===== src/rtl/ff_mult_serial.sv =====
// Bit-serial GF(2^NUM_BITS) multiplier, MSB-first Horner with reduction by POLY.
// One product per NUM_BITS cycles, start/done handshake, result held until the next done.
module ff_mult_serial #(
  parameter int                  NUM_BITS = 8,
  parameter logic [NUM_BITS-1:0] POLY     = 8'h1B
) (
  input  logic                clk,
  input  logic                n_rst,
  input  logic                start,
  input  logic [NUM_BITS-1:0] op_a,
  input  logic [NUM_BITS-1:0] op_b,
  output logic                busy,
  output logic                done,
  output logic [NUM_BITS-1:0] result
);

  localparam int CW = $clog2(NUM_BITS) + 1;

  typedef enum logic [1:0] {
    S_IDLE = 2'd0,
    S_CALC = 2'd1,
    S_DONE = 2'd2
  } state_t;

  state_t              r_state;
  state_t              w_state_next;
  logic [NUM_BITS-1:0] r_a;
  logic [NUM_BITS-1:0] r_b;
  logic [NUM_BITS-1:0] r_acc;
  logic [NUM_BITS-1:0] r_result;
  logic [CW-1:0]       r_count;
  logic [NUM_BITS-1:0] w_xt;
  logic [NUM_BITS-1:0] w_acc_next;
  logic                w_last;
  logic                w_accept;

  // Multiply accumulator by x (with reduction), then fold in a when the current multiplier bit is set.
  assign w_xt       = {r_acc[NUM_BITS-2:0], 1'b0} ^ (r_acc[NUM_BITS-1] ? POLY : '0);
  assign w_acc_next = w_xt ^ (r_b[NUM_BITS-1] ? r_a : '0);
  assign w_last     = (r_count == CW'(NUM_BITS - 1));
  assign w_accept   = start && (r_state != S_CALC);

  always_ff @(posedge clk or negedge n_rst) begin
    if (!n_rst) begin
      r_state <= S_IDLE;
    end else begin
      r_state <= w_state_next;
    end
  end

  always_comb begin
    w_state_next = r_state;
    case (r_state)
      S_IDLE:  if (start) w_state_next = S_CALC;
      S_CALC:  if (w_last) w_state_next = S_DONE;
      S_DONE:  w_state_next = start ? S_CALC : S_IDLE;
      default: w_state_next = S_IDLE;
    endcase
  end

  always_ff @(posedge clk or negedge n_rst) begin
    if (!n_rst) begin
      r_a      <= '0;
      r_b      <= '0;
      r_acc    <= '0;
      r_count  <= '0;
      r_result <= '0;
    end else if (w_accept) begin
      r_a     <= op_a;
      r_b     <= op_b;
      r_acc   <= '0;
      r_count <= '0;
    end else if (r_state == S_CALC) begin
      r_acc   <= w_acc_next;
      r_b     <= {r_b[NUM_BITS-2:0], 1'b0};
      r_count <= r_count + 1'b1;
      if (w_last) r_result <= w_acc_next;
    end
  end

  assign busy   = (r_state == S_CALC);
  assign done   = (r_state == S_DONE);
  assign result = r_result;

endmodule


===== config.mk =====
export PLATFORM = sky130hd
export DESIGN_NAME = ff_mult_serial
export DESIGN_NICKNAME = d
export VERILOG_FILES = /design/src/rtl/ff_mult_serial.sv
export SDC_FILE = /design/constraint.sdc
export NUM_CORES = 1
export LEC_CHECK = 0
export BUFFER_PORTS_ARGS = -buffer_cell sky130_fd_sc_hd__buf_2
export CORE_AREA = 2 2 65 67
export CTS_CLUSTER_DIAMETER = 200
export CTS_CLUSTER_SIZE = 25
export DETAILED_ROUTE_END_ITERATION = 8
export DIE_AREA = 0 0 67 69
export GPL_TIMING_DRIVEN = 0
export PLACE_DENSITY = 0.67
export SLEW_MARGIN = 25
export SYNTH_ARGS = -nofsm -noshare
export SYNTH_HDL_FRONTEND = slang
export SYNTH_SLANG_ARGS = --single-unit

===== constraint.sdc =====
create_clock -name clk -period 1.3 [get_ports clk]
set_clock_uncertainty 0.05 [all_clocks]
set_input_delay 0.26 -clock clk [delete_from_list [all_inputs] [get_ports clk]]
set_output_delay 0.26 -clock clk [all_outputs]
set_load 0.005 [all_outputs]

==> summary.txt <==
STA
  • Final worst slack: -0.101 ns
  • Hold_ws: roughly 0.023 ns
  • Tcrit/Tclk final: 1.08
  • Slew @ Worst Pin: ~0.82 ns
  • Slew headroom: 0.453
  • Post-layout min period: approximately 1.4 ns
  • RSZ-0062 raised after global routing: yes
  • F_max: 0.714 GHz
  • Fin. Hold Viols: 0
  • Final setup vio count: 10
  • Slew Viols, Final: 0

Outcome
  • Status: complete, but fails checks
  • Failing checks: negative setup slack

Route
  • Post-DR vias/cell: approximately 5
  • TritonRoute pass-1 iters: 5
  • Routed len/inst: 13.3 um
  • Via count: approximately 1200
  • DRT Wirelength: around 3300 um
  • Residual DRC: 0
  • Post-route ant nets: 0
  • Drt initial violations: 29

Critical path
  • CP Capture Type: output pin
  • CP endpoint: busy
  • WP data required: 0.99 ns
  • RR Startpoint: r_state[1]
  • CP Launch Type: register
  • Crit Path Max Fanout: 4
  • Crit path kind: reg2out
  • Setup crit start: r_state[1]
  • R2r setup slk: -0.01 ns
  • R2R depth: 4
  • CP Data Arrival Time: between 1 and 1.5 ns
  • Capturing point of the worst reg2reg path: r_a[2]

Power and ir drop
  • Power per Cell Area: between 2000 and 2500 mW/mm^2
  • Clock power frac: 0.162
  • Leak: 1.04 nW
  • Internal power: 0.00329 W
  • Psw: roughly 0.0018 W
  • Seq pwr share: 0.404
  • Share of total power in combinational logic: 0.434
  • Peak supply drop: about 0.0010 V
  • Switching power share of the total: 0.350
  • Power Total: approximately 0.005 W

Clock tree
  • CTS tree: built
  • CTS root buffer: clkbuf_8
  • Clock slew at reported path FFs: around 0.080 ns
  • Clock Latency Late Sink: between 0.2 and 0.3 ns
  • H-tree depth: 2
  • Deepest clock path buffer count: 2
  • Clk sink count: 38
  • Number of buffers created by CTS: 5

Global route
  • Largest net degree at the start of global routing: 39
  • Initial antenna violation count: 0
  • Vias in the first global route: about 1100
  • Tot GR Track Use: 0.154
  • Global-route wire length before repair: around 5400 um
  • Overflow after GRT: 0

Yosys
  • Syn_nets: between 150 and 200
  • Post-synthesis register bit count: 38
  • Cell Area, Synth: around 0.0018 sq mm
  • Mean post-synth cell area: ~12 sq um
  • Post-synthesis sequential area ratio: 0.541
  • Mapped Cells: 151
  • Unique masters post-synth: 23
  • YS warnings: 0

Finish
  • Non-filler cells, final: between 200 and 250
  • # diodes: 0
  • Commonest cells after routing, fill and taps aside: dfrtp_1, buf_2, nand2_1, mux2i_1, nand3_1
  • Fraction of layout cells with a size suffix above 1: 0.347
  • Layout fillers: around 360
  • Area delta synth->final: 21.9%
  • Most common cell after layout, fill and taps aside: dfrtp_1
  • Layout Nets: 215

Hold path
  • Worst min path class: in2async

Floorplan
  • Die Y: 69 um
  • I/O pin cnt: 29
  • Initial Util: 0.449
  • Die width: ~67 um
  • Row count: 23
  • CORE AREA: 0.00391 sq mm
  • Die outline area: around 0.0046 sq mm

Job
  • Max Cap Viol: 0

Place
  • Placed cells: around 230
  • Gp weighted congestion: approximately 0.75
  • HPWL Detailed: approximately 2200 um
  • PortBufs: 28
==> cell usage after synthesis <==
cell | instances | area (sq um)
buf_2 | 3 | 15.0
o21ai_1 | 9 | 45.0
nand2_8 | 1 | 20.0
xnor2_1 | 7 | 61.3
a22o_1 | 1 | 8.76
mux2i_1 | 17 | 170
nand2b_4 | 1 | 13.8
inv_1 | 9 | 33.8
nor2_1 | 2 | 7.51
nand2_1 | 19 | 71.3
buf_4 | 1 | 7.51
xor2_1 | 5 | 43.8
dfrtp_1 | 38 | 951
nor3_2 | 1 | 10.0
buf_8 | 1 | 15.0
buf_6 | 3 | 33.8
clkbuf_1 | 1 | 3.75
ha_1 | 1 | 12.5
mux2_4 | 8 | 120
o21ai_0 | 10 | 50.1
inv_2 | 1 | 3.75
nand3_1 | 11 | 55.1
nor2b_1 | 1 | 6.26
==> sequential cells by signal, indices dropped and copies added (netlist names) <==
signal   flops
r_a          8
r_acc        8
r_b          8
r_count      4
r_state      2
result       8
==> critical path: stages (launching register included) <==
cell	delay [ns]
dfrtp_1	0.39
nand2b_4	0.18
inv_4	0.07
buf_6	0.09
buf_6	0.08
==> routing by layer <==
metal | global-route usage | wire length, um | vias to the layer above
met5 | 0 | 0 | -
met4 | 0.0612 | 38 | 0
met3 | 0.0343 | 132 | 5
met2 | 0.222 | 1550 | 23
met1 | 0.222 | 1550 | 585
li1 | - | - | 586
==> cell type report <==
cell class / instances / area [sq um] / area share
buffer: 9 / 81.3 / 0.0379
sequential: 38 / 951 / 0.443
timing repair buffer: 37 / 214 / 0.0998
inverter: 10 / 40.0 / 0.0187
multi-input combinational: 94 / 704 / 0.328
clock buffer: 7 / 86.3 / 0.0403
clock inverter: 1 / 5.00 / 0.00233
tap: 50 / 62.6 / 0.0292
==> worst min-delay path by stage <==
stage	startpoint	end	slack [ns]	depth (start not counted)
after floorplan	n_rst	r_a[0]	-0.09	0
after detailed placement	n_rst	r_a[1]	0.36	1
after global routing	n_rst	r_state[0]	0.09	1
final	n_rst	r_count[1]	0.02	1
after CTS	n_rst	r_state[1]	0.05	1
after global placement	n_rst	r_a[0]	0.35	1
==> stage by stage <==
stage                     setup slack (ns)   util  setup TNS [ns]  area, sq um
after floorplan                     0.0905      -               0         1760
after global placement             0.00687  0.501               0         1960
after detailed placement           0.00107  0.501               0         1960
after CTS                          -0.0978  0.532          -0.160         2080
after global routing                -0.144  0.548           -1.31         2140
final                               -0.101  0.548          -0.197         2140
==> cell families (layout without fill, tap and decap cells) <==
| logic type | Yosys count | in the layout | synth area share |
|---|---|---|---|
| flops | 38 | 38 | 0.541 |
| buf+inv | 19 | 64 | 0.0640 |
| compound gates | 20 | 20 | 0.0590 |
| mux | 25 | 25 | 0.165 |
| simple gates | 36 | 36 | 0.105 |
| xor+xnor | 12 | 12 | 0.0597 |
| fa+ha+maj | 1 | 1 | 0.00711 |
==> repair_timing <==
item | in CTS | in global routing
endpoints found under the setup margin | 1 | 19
gates cloned | 0 | 1
hold buffers | 0 | 0
buffers inserted | 2 | 6
resized for setup | 5 | 4
pin swaps | 1 | 0
==> power groups by stage <==
| stage | Clock [W] | Combinational, W | Sequential (W) |
|---|---|---|---|
| after floorplan | 0 | 0.00146 | 0.00201 |
| after global placement | 0 | 0.00188 | 0.00204 |
| after detailed placement | 0 | 0.00194 | 0.00206 |
| after CTS | 0.000846 | 0.00205 | 0.00204 |
| after global routing | 0.000910 | 0.00245 | 0.00211 |
| final | 0.000819 | 0.00220 | 0.00204 |
(Power assumes the default switching activity.)
